--- config.mk ---
export PLATFORM = sky130hd
export DESIGN_NAME = iommu_msi_if_extractor_flat
export DESIGN_NICKNAME = d
export VERILOG_FILES = /design/src/rtl/iommu_msi_if_extractor_if.sv /design/src/rtl/iommu_msi_if_extractor.sv /design/src/flat_wrapper.sv
export SDC_FILE = /design/constraint.sdc
export NUM_CORES = 1
export LEC_CHECK = 0
export CORE_ASPECT_RATIO = 1.4
export CORE_MARGIN = 3
export CORE_UTILIZATION = 54
export DETAILED_ROUTE_END_ITERATION = 6
export GPL_ROUTABILITY_DRIVEN = 0
export GPL_TIMING_DRIVEN = 0
export HOLD_SLACK_MARGIN = 0.1
export PLACE_DENSITY = 0.84
export SYNTH_ARGS = -nofsm -noshare
export SYNTH_HDL_FRONTEND = slang
export SYNTH_SLANG_ARGS = --single-unit
--- constraint.sdc ---
create_clock -name clk_i -period 7.7 [get_ports clk_i]
set_input_delay 1.54 -clock clk_i [delete_from_list [all_inputs] [get_ports clk_i]]
set_output_delay 1.54 -clock clk_i [all_outputs]
set_load 0.005 [all_outputs]
--- src/rtl/iommu_msi_if_extractor_if.sv ---
// iommu_msi_if_extractor_if: request/response bundle between the device-context fetch, the extractor and the MSI PTE walker
interface iommu_msi_if_extractor_if #(
   parameter int ADDR_W     = 52,
   parameter int PPN_W      = 44,
   parameter int PTE_ADDR_W = 56
);
   logic                  req_valid_i;
   logic                  req_ready_o;
   logic [ADDR_W-1:0]     gpa_ppn_i;
   logic [ADDR_W-1:0]     mask_i;
   logic [ADDR_W-1:0]     pattern_i;
   logic [PPN_W-1:0]      msiptp_ppn_i;
   logic                  rsp_valid_o;
   logic                  rsp_ready_i;
   logic                  rsp_is_msi_o;
   logic [ADDR_W-1:0]     rsp_if_num_o;
   logic [PTE_ADDR_W-1:0] rsp_pte_addr_o;
   modport master (
      output req_valid_i, gpa_ppn_i, mask_i, pattern_i, msiptp_ppn_i, rsp_ready_i,
      input  req_ready_o, rsp_valid_o, rsp_is_msi_o, rsp_if_num_o, rsp_pte_addr_o
   );
   modport slave (
      input  req_valid_i, gpa_ppn_i, mask_i, pattern_i, msiptp_ppn_i, rsp_ready_i,
      output req_ready_o, rsp_valid_o, rsp_is_msi_o, rsp_if_num_o, rsp_pte_addr_o
   );
endinterface

--- src/rtl/iommu_msi_if_extractor.sv ---
// iommu_msi_if_extractor: MSI window hit check, bit-serial interrupt-file extraction and MSI PTE address formation
module iommu_msi_if_extractor #(
   parameter int ADDR_W         = 52,
   parameter int BITS_PER_CYCLE = 4,
   parameter int PPN_W          = 44,
   parameter int PTE_ADDR_W     = 56
) (
   input logic                     clk_i,
   input logic                     rst_i,
   input logic                     abort_i,
   iommu_msi_if_extractor_if.slave bus
);
   localparam int N      = ADDR_W / BITS_PER_CYCLE;
   localparam int STEP_W = N > 1 ? $clog2(N) : 1;
   localparam int IDX_W  = $clog2(ADDR_W + 1);
   typedef enum logic [1:0] {IDLE, EXTRACT, DONE} state_e;
   state_e                    state_q, state_d;
   logic [ADDR_W-1:0]         gpa_q, gpa_d, mask_q, mask_d, if_num_q, if_num_d;
   logic [PPN_W-1:0]          ppn_q, ppn_d;
   logic [STEP_W-1:0]         step_q, step_d;
   logic [IDX_W-1:0]          idx_q, idx_d;
   logic                      is_msi_q, is_msi_d;
   logic [PTE_ADDR_W-1:0]     pte_q, pte_d;
   logic [BITS_PER_CYCLE-1:0] m_chunk, g_chunk;
   logic                      accept, hit, last_step;
   assign hit       = ((bus.gpa_ppn_i ^ bus.pattern_i) & ~bus.mask_i) == '0;
   assign accept    = bus.req_valid_i && state_q == IDLE && !abort_i;
   assign last_step = step_q == STEP_W'(N - 1);
   assign m_chunk   = BITS_PER_CYCLE'(mask_q >> (step_q * BITS_PER_CYCLE));
   assign g_chunk   = BITS_PER_CYCLE'(gpa_q >> (step_q * BITS_PER_CYCLE));
   always_ff @(posedge clk_i) begin
      if (rst_i) begin
         state_q  <= IDLE;
         gpa_q    <= '0;
         mask_q   <= '0;
         ppn_q    <= '0;
         step_q   <= '0;
         idx_q    <= '0;
         if_num_q <= '0;
         is_msi_q <= 1'b0;
         pte_q    <= '0;
      end else begin
         state_q  <= state_d;
         gpa_q    <= gpa_d;
         mask_q   <= mask_d;
         ppn_q    <= ppn_d;
         step_q   <= step_d;
         idx_q    <= idx_d;
         if_num_q <= if_num_d;
         is_msi_q <= is_msi_d;
         pte_q    <= pte_d;
      end
   end
   always_comb begin
      state_d = state_q;
      unique case (state_q)
         IDLE:    state_d = accept ? (hit ? EXTRACT : DONE) : IDLE;
         EXTRACT: state_d = abort_i ? IDLE : (last_step ? DONE : EXTRACT);
         DONE:    state_d = (abort_i || bus.rsp_ready_i) ? IDLE : DONE;
         default: state_d = IDLE;
      endcase
   end
   // Mask bits are scanned in ascending order; each set bit packs the next gpa bit into if_num.
   always_comb begin
      gpa_d    = gpa_q;
      mask_d   = mask_q;
      ppn_d    = ppn_q;
      step_d   = step_q;
      idx_d    = idx_q;
      if_num_d = if_num_q;
      is_msi_d = is_msi_q;
      pte_d    = pte_q;
      if (accept) begin
         gpa_d    = bus.gpa_ppn_i;
         mask_d   = bus.mask_i;
         ppn_d    = bus.msiptp_ppn_i;
         is_msi_d = hit;
         step_d   = '0;
         idx_d    = '0;
         if_num_d = '0;
         pte_d    = '0;
      end else if (state_q == EXTRACT) begin
         for (int j = 0; j < BITS_PER_CYCLE; j++) begin
            if (m_chunk[j]) begin
               if_num_d[idx_d] = g_chunk[j];
               idx_d = idx_d + IDX_W'(1);
            end
         end
         step_d = step_q + STEP_W'(1);
         if (last_step) pte_d = PTE_ADDR_W'({ppn_q, 12'b0}) + (PTE_ADDR_W'(if_num_d) << 4);
      end
   end
   always_comb begin
      bus.req_ready_o    = state_q == IDLE;
      bus.rsp_valid_o    = state_q == DONE;
      bus.rsp_is_msi_o   = is_msi_q;
      bus.rsp_if_num_o   = if_num_q;
      bus.rsp_pte_addr_o = pte_q;
   end
endmodule
--- src/flat_wrapper.sv ---
// flat-port wrapper written by rule: the top's interface ports become plain ports
module iommu_msi_if_extractor_flat 
#(
   parameter int ADDR_W         = 52,
   parameter int BITS_PER_CYCLE = 4,
   parameter int PPN_W          = 44,
   parameter int PTE_ADDR_W     = 56
)
  (clk_i, rst_i, abort_i, bus_req_valid_i, bus_gpa_ppn_i, bus_mask_i, bus_pattern_i, bus_msiptp_ppn_i, bus_rsp_ready_i, bus_req_ready_o, bus_rsp_valid_o, bus_rsp_is_msi_o, bus_rsp_if_num_o, bus_rsp_pte_addr_o);
  iommu_msi_if_extractor_if #(.ADDR_W(ADDR_W), .PPN_W(PPN_W), .PTE_ADDR_W(PTE_ADDR_W)) bus_i ();
  input logic clk_i;
  input logic rst_i;
  input logic abort_i;
  input wire logic [$bits(bus_i.req_valid_i)-1:0] bus_req_valid_i;
  input wire logic [$bits(bus_i.gpa_ppn_i)-1:0] bus_gpa_ppn_i;
  input wire logic [$bits(bus_i.mask_i)-1:0] bus_mask_i;
  input wire logic [$bits(bus_i.pattern_i)-1:0] bus_pattern_i;
  input wire logic [$bits(bus_i.msiptp_ppn_i)-1:0] bus_msiptp_ppn_i;
  input wire logic [$bits(bus_i.rsp_ready_i)-1:0] bus_rsp_ready_i;
  output wire logic [$bits(bus_i.req_ready_o)-1:0] bus_req_ready_o;
  output wire logic [$bits(bus_i.rsp_valid_o)-1:0] bus_rsp_valid_o;
  output wire logic [$bits(bus_i.rsp_is_msi_o)-1:0] bus_rsp_is_msi_o;
  output wire logic [$bits(bus_i.rsp_if_num_o)-1:0] bus_rsp_if_num_o;
  output wire logic [$bits(bus_i.rsp_pte_addr_o)-1:0] bus_rsp_pte_addr_o;
  assign bus_i.req_valid_i = bus_req_valid_i;
  assign bus_i.gpa_ppn_i = bus_gpa_ppn_i;
  assign bus_i.mask_i = bus_mask_i;
  assign bus_i.pattern_i = bus_pattern_i;
  assign bus_i.msiptp_ppn_i = bus_msiptp_ppn_i;
  assign bus_i.rsp_ready_i = bus_rsp_ready_i;
  assign bus_req_ready_o = bus_i.req_ready_o;
  assign bus_rsp_valid_o = bus_i.rsp_valid_o;
  assign bus_rsp_is_msi_o = bus_i.rsp_is_msi_o;
  assign bus_rsp_if_num_o = bus_i.rsp_if_num_o;
  assign bus_rsp_pte_addr_o = bus_i.rsp_pte_addr_o;
  iommu_msi_if_extractor #(.ADDR_W(ADDR_W), .BITS_PER_CYCLE(BITS_PER_CYCLE), .PPN_W(PPN_W), .PTE_ADDR_W(PTE_ADDR_W)) u_core (.clk_i(clk_i), .rst_i(rst_i), .abort_i(abort_i), .bus(bus_i));
endmodule
# == Word level (Yosys, flattened, before mapping) ==
# Cells that the tools add are included.
# op_classes
add_sub_neg,6
n_mul,0
div_mod_pow,0
n_lt_le_gt_ge,8
eq_ne,3
shift,2
n_mux,40
bitwise_logic,3
reduce_logical,12
# op_table
op,n
two-way mux 52 bit,12
bitwise mux 52 bit,4
>> shifter 52 x 6 -> 4 bit,2
two-way mux 6 bit,10
adder 56 bit,1
AND 52 bit,1
logical NOT 52 bit,1
inverter 52 bit,1
XOR 52 bit,1
"< comparator 6 x 7 -> 1 bit, second input constant",4
"adder 6 x 1 -> 6 bit, second input constant",4
demux 1 bit (select 6 bit),4
">= comparator 6 x 1 -> 1 bit, second input constant",4
two-way mux 2 bit,5
logical AND 1 bit,6
one-hot mux 2 bit (3 select lines),1
"adder 4 x 1 -> 4 bit, second input constant",1
"equality test 4 bit, second input constant",1
two-way mux 1 bit,4
"equality test 2 x 1 -> 1 bit, second input constant",1
"equality test 2 bit, second input constant",1
logical NOT 2 bit,1
AND reduction 2 bit,1
OR reduction 2 bit,1
other kinds (2),2
# word_totals
register_bits,269
latchBits,0
mem_bits_rw,0
rom_bits,0
inputBits,205
out_inout_bits,111
elab_cells,83
mem_count,0

# == Logic depth before layout (Yosys ltp) ==
# logic_depth
word_depth,21
depth_mapped,34
ltp_nobuf,31

# == Worst setup path before layout ==
# Ideal clock, no wire load.
# synth_path
path_kind,reg2reg
from,reg u_core.step_q[0]
to,reg u_core.pte_q[53] (netlist: u_core.bus.rsp_pte_addr_o[53])
arrival_ns,6.915
required_time_ns,7.572
slack_ns,0.657
stages_incl_launch_ff,29
path_cell_list,dfxtp_1 buf_6 mux4_2 a22o_2 a221oi_1 nor2_1 inv_1 ha_1 nor3_1 a21oi_1 ha_1 mux2i_1 nand2_1 nor2_1 nand2_1 mux2_2 ha_1 a211oi_1 nor2b_1 o211ai_1 a311oi_1 o211ai_1 a31oi_1 o21ai_0 a221oi_1 nor2_1 a221oi_1 xor2_1 o21ai_0
# synth_via
elab_chain_len,21
word_cells_on_any_way,47
classes_between,add/sub (3); order compare (6); eq/ne (1); shift (2); mux (31); reduce/logical (4)
# synth_lines
element,line_no,text
start: declaration,iommu_msi_if_extractor.sv:20,"logic [STEP_W-1:0] step_q, step_d;"
start signal: assignment,iommu_msi_if_extractor.sv:47,step_q <= step_d;
>> shifter 52 x 6 -> 4 bit,iommu_msi_if_extractor.sv:29,assign m_chunk = BITS_PER_CYCLE'(mask_q >> (step_q * BITS_PER_CYCLE));
two-way mux 6 bit,iommu_msi_if_extractor.sv:84,if (m_chunk[j]) begin
two-way mux 6 bit,iommu_msi_if_extractor.sv:82,end else if (state_q == EXTRACT) begin
two-way mux 6 bit,iommu_msi_if_extractor.sv:73,if (accept) begin
"adder 6 x 1 -> 6 bit, or another cell as far along",iommu_msi_if_extractor.sv:86,idx_d = idx_d + IDX_W'(1);
two-way mux 6 bit / logical AND 1 bit (equally long branches),"iommu_msi_if_extractor.sv:84, iommu_msi_if_extractor.sv:85",
two-way mux 6 bit / two-way mux 1 bit (equally long branches),"iommu_msi_if_extractor.sv:82, iommu_msi_if_extractor.sv:85",
two-way mux 6 bit / demux 1 bit (select 6 bit) (equally long branches),--,
[... 5 more ...],--,
logical AND 1 bit (implied by the code) / two-way mux 52 bit (equally long branches),"iommu_msi_if_extractor.sv:85, iommu_msi_if_extractor.sv:84",
two-way mux 1 bit (implied by the code) / two-way mux 52 bit (equally long branches),"iommu_msi_if_extractor.sv:85, iommu_msi_if_extractor.sv:82",
demux 1 bit (select 6 bit) / two-way mux 52 bit (equally long branches),--,
bitwise mux 52 bit,iommu_msi_if_extractor.sv:85,if_num_d[idx_d] = g_chunk[j];
two-way mux 52 bit,iommu_msi_if_extractor.sv:84,
two-way mux 52 bit,iommu_msi_if_extractor.sv:82,
two-way mux 52 bit,iommu_msi_if_extractor.sv:73,
adder 56 bit,iommu_msi_if_extractor.sv:90,"if (last_step) pte_d = PTE_ADDR_W'({ppn_q, 12'b0}) + (PTE_ADDR_W'(if_num_d) << 4);"
end signal: assignment,iommu_msi_if_extractor.sv:51,pte_q <= pte_d;
end: declaration,iommu_msi_if_extractor.sv:23,"logic [PTE_ADDR_W-1:0] pte_q, pte_d;"
# Parallel ways exist; a longest one is shown, timed or not. The select of a mux whose other input is x is not followed.
# A chain may end at the register's enable or synchronous reset.

# == Worst setup path in the final report ==
# layout_path
from,reg u_core.step_q[0]
to,reg u_core.pte_q[55] (netlist: u_core.bus.rsp_pte_addr_o[55])
# Same word-level chain as after synthesis.

==> metrics.txt <==
DRT iter0 DRCs=2907; largest cells by area after synthesis=dfxtp_1, nand2_1, a21oi_1; Final Hold Vio Count=0; commonest cells after routing, fill and taps aside=nand2_1, clkdlybuf4s50_1, dfxtp_1, a21oi_1, clkbuf_1; total congestion overflow=0; WL final=77200 um; ANT cells=0; Synth Flop Type=dfxtp_1; H-tree depth=1; r2r worst-path depth=29; number of core rows=78; port bufs=310; Die Ht=222 um; Seq/Total Area, Yosys=0.296; failing checks=design-rule violations; Worst setup EP type=flop; layout cells sized above 1=0.105; Nets=3002; worst-skew pair later-pin latency=0.57 ns; via count=20.9k; core area=32600 um2; Mapped Cells=2385; detailed placement HPWL=59100 um; pin count of the biggest net entering global routing=16; first-pass GRT wire length=114000 um; Post-synth EDFFs=0; die width=160 um; maxcap violations=0; Critical Path Source Type=flop; crit path kind=flop to flop; clk root buf=clkbuf_16; maximum clock rate=0.130 GHz; R2R Path End=u_core.bus.rsp_pte_addr_o[55]; Least-Margin Pin Slew=1.33 ns; FF-to-FF Start=u_core.step_q[0]; post-layout min period=7.68 ns; initial core utilization=0.551; Final ANT Viol Nets=0; Rel. slew slack=0.108; Max Clock Skew=0.0110 ns; Yosys warnings=0; slowest CP cell=nor3_2; Post-synth ARST share=0; filler instances=2661; total track usage=0.411; type of the most critical hold path=flop to flop; I/O pins=316; CTS buffer count=26; max-slew violation count=0; routed len/inst=24.1 um; Worst path max stage delay=0.80 ns; Final period util=0.998; Yosys cell types=88; final core utilization=0.707; syn avg cell area=7.53 um2; CP Max Fanout=6; antenna violations before repair=1; die area=35500 um2; # DRC=50; Power Density=141 nW/um2; Setup-failing EPs final=0; critical path required time=8.15 ns; CP endpoint=u_core.bus.rsp_pte_addr_o[55]; post-synth top area share=0.296; Sink Count=265; outcome=finished with violations; Reg clk slew, reported paths=0.07 ns; Critical Path Start=u_core.step_q[0]; P&R area growth vs syn=28.4%; R2R Setup Slk=0.02 ns; synthesized flop and latch total=265; Leak=8.12 nW; commonest non-fill, non-tap cell in the layout=nand2_1; Max VDD drop=139 uV; total iterations of the first detailed-routing run=7; Design Power=0.00325 W; area leader, netlist=dfxtp_1; routed vias/inst=6.53; vias in the first global route=20.3k; CTS tree=yes; WP data arrival=8.14 ns; Clock Path Buffers=3; Post-Syn Area=17900 um2
## layout make-up
class / instances / area (um2) / share of cell area
clock buffer: 33 / 738 / 0.0320
tap: 440 / 551 / 0.0239
multi-input combinational: 1927 / 12200 / 0.529
inverter: 24 / 90.1 / 0.00391
sequential: 265 / 5310 / 0.230
timing repair buffer: 334 / 3290 / 0.143
clock inverter: 14 / 173 / 0.00749
buffer: 169 / 698 / 0.0303
## logic make-up (layout without fill, tap and decap cells)
logic type / Yosys count / in the layout / synth area share
other: 1 / 4 / 0.000209
XOR/XNOR: 106 / 106 / 0.0549
flip-flops: 265 / 265 / 0.296
AO/OA/AOI/OAI: 536 / 536 / 0.182
multiplexers: 188 / 188 / 0.126
AND/OR/NAND/NOR: 1043 / 1043 / 0.261
adder cells (fa/ha/maj): 50 / 50 / 0.0353
buffers and inverters: 196 / 574 / 0.0441
## Yosys cell counts (18+ instances only)
library cell,n
nand2_1,609
xor2_1,18
clkbuf_1,143
xnor2_1,82
and3_1,19
o211ai_1,23
o22ai_1,33
nor2_1,121
nand3_1,129
mux2_2,70
mux2i_1,88
nand4_1,21
inv_1,24
o21ai_0,85
nor3_1,23
nand2b_1,22
a21oi_1,254
ha_1,49
dfxtp_1,265
mux4_2,22
a21o_1,20
## per-layer routing
| layer | share of wire | GRT usage | routed length [um] |
|---|---|---|---|
| met1 | 0.31 | 0.425 | 24100 |
| met2 | 0.44 | 0.655 | 33900 |
| met3 | 0.13 | 0.125 | 9660 |
| met4 | 0.12 | 0.397 | 9510 |
| met5 | 0.00014 | 0 | 11 |
## state kept, by name (all words and copies together) (netlist names)
name,flops
u_core.bus.rsp_if_num_o,52
u_core.step_q,4
u_core.bus.rsp_is_msi_o,1
u_core.gpa_q,52
u_core.ppn_q,44
u_core.state_q,2
u_core.bus.rsp_pte_addr_o,52
u_core.idx_q,6
u_core.mask_q,52
## power breakdown
| group | internal (W) | switching, W | leakage [nW] | total (W) |
|---|---|---|---|---|
| Sequential | 0.00141 | 0.0000239 | 2.15 | 0.00143 |
| Clock | 0.000786 | 0.000602 | 0.450 | 0.00139 |
| Combinational | 0.000187 | 0.000247 | 5.52 | 0.000434 |
## timing repair
action / CTS / global route
pin swaps: 8 / 13
buffers inserted: 10 / 12
cloned: 0 / 1
gates resized for setup: 31 / 41
hold buffers: 0 / 0
endpoints found under the setup margin: 32 / 16
## how the worst min path moves through the flow
stage                                  start                             to  slack (ns)  depth (start not counted)
5_1_grt                    u_core.mask_q[43]              u_core.mask_q[43]        0.47                          2
4_1_cts                     u_core.gpa_q[47]               u_core.gpa_q[47]        0.45                          2
2_1_floorplan              u_core.mask_q[39]              u_core.mask_q[39]        0.43                          2
3_5_place_dp    u_core.bus.rsp_pte_addr_o[9]   u_core.bus.rsp_pte_addr_o[9]        0.45                          2
6_report                    u_core.gpa_q[47]               u_core.gpa_q[47]        0.45                          2
3_3_place_gp   u_core.bus.rsp_pte_addr_o[52]  u_core.bus.rsp_pte_addr_o[52]        0.44                          1
## critical path, delay by kind of cell, from the launching register on
kind | cells | cell delay, ns
xor gates and xnor gates | 2 | 0.39
and+or+nand+nor | 8 | 1.98
AOI/OAI and AO/OA | 11 | 2.48
DFF | 1 | 0.37
buffers and inverters | 3 | 0.52
muxes | 2 | 0.92
adders and majority gates | 3 | 0.90
## metrics by stage
| stage | worst slack [ns] | TNS (ns) | instance area (um2) | hold slack [ns] | std cells |
|---|---|---|---|---|---|
| 2_1_floorplan | 0.657 | 0 | 18000 | 0.432 | 2388 |
| 3_3_place_gp | -1.32 | -18.97 | 21600 | 0.435 | 3138 |
| 3_5_place_dp | -1.68 | -28.63 | 21600 | 0.445 | 3139 |
| 4_1_cts | 0.0220 | 0 | 22800 | 0.455 | 3196 |
| 5_1_grt | -0.0363 | -0.0363 | 23000 | 0.472 | 3206 |
| 6_report | 0.0190 | 0 | 23000 | 0.452 | 3206 |
No activity file was read; power rests on OpenSTA's default activity.
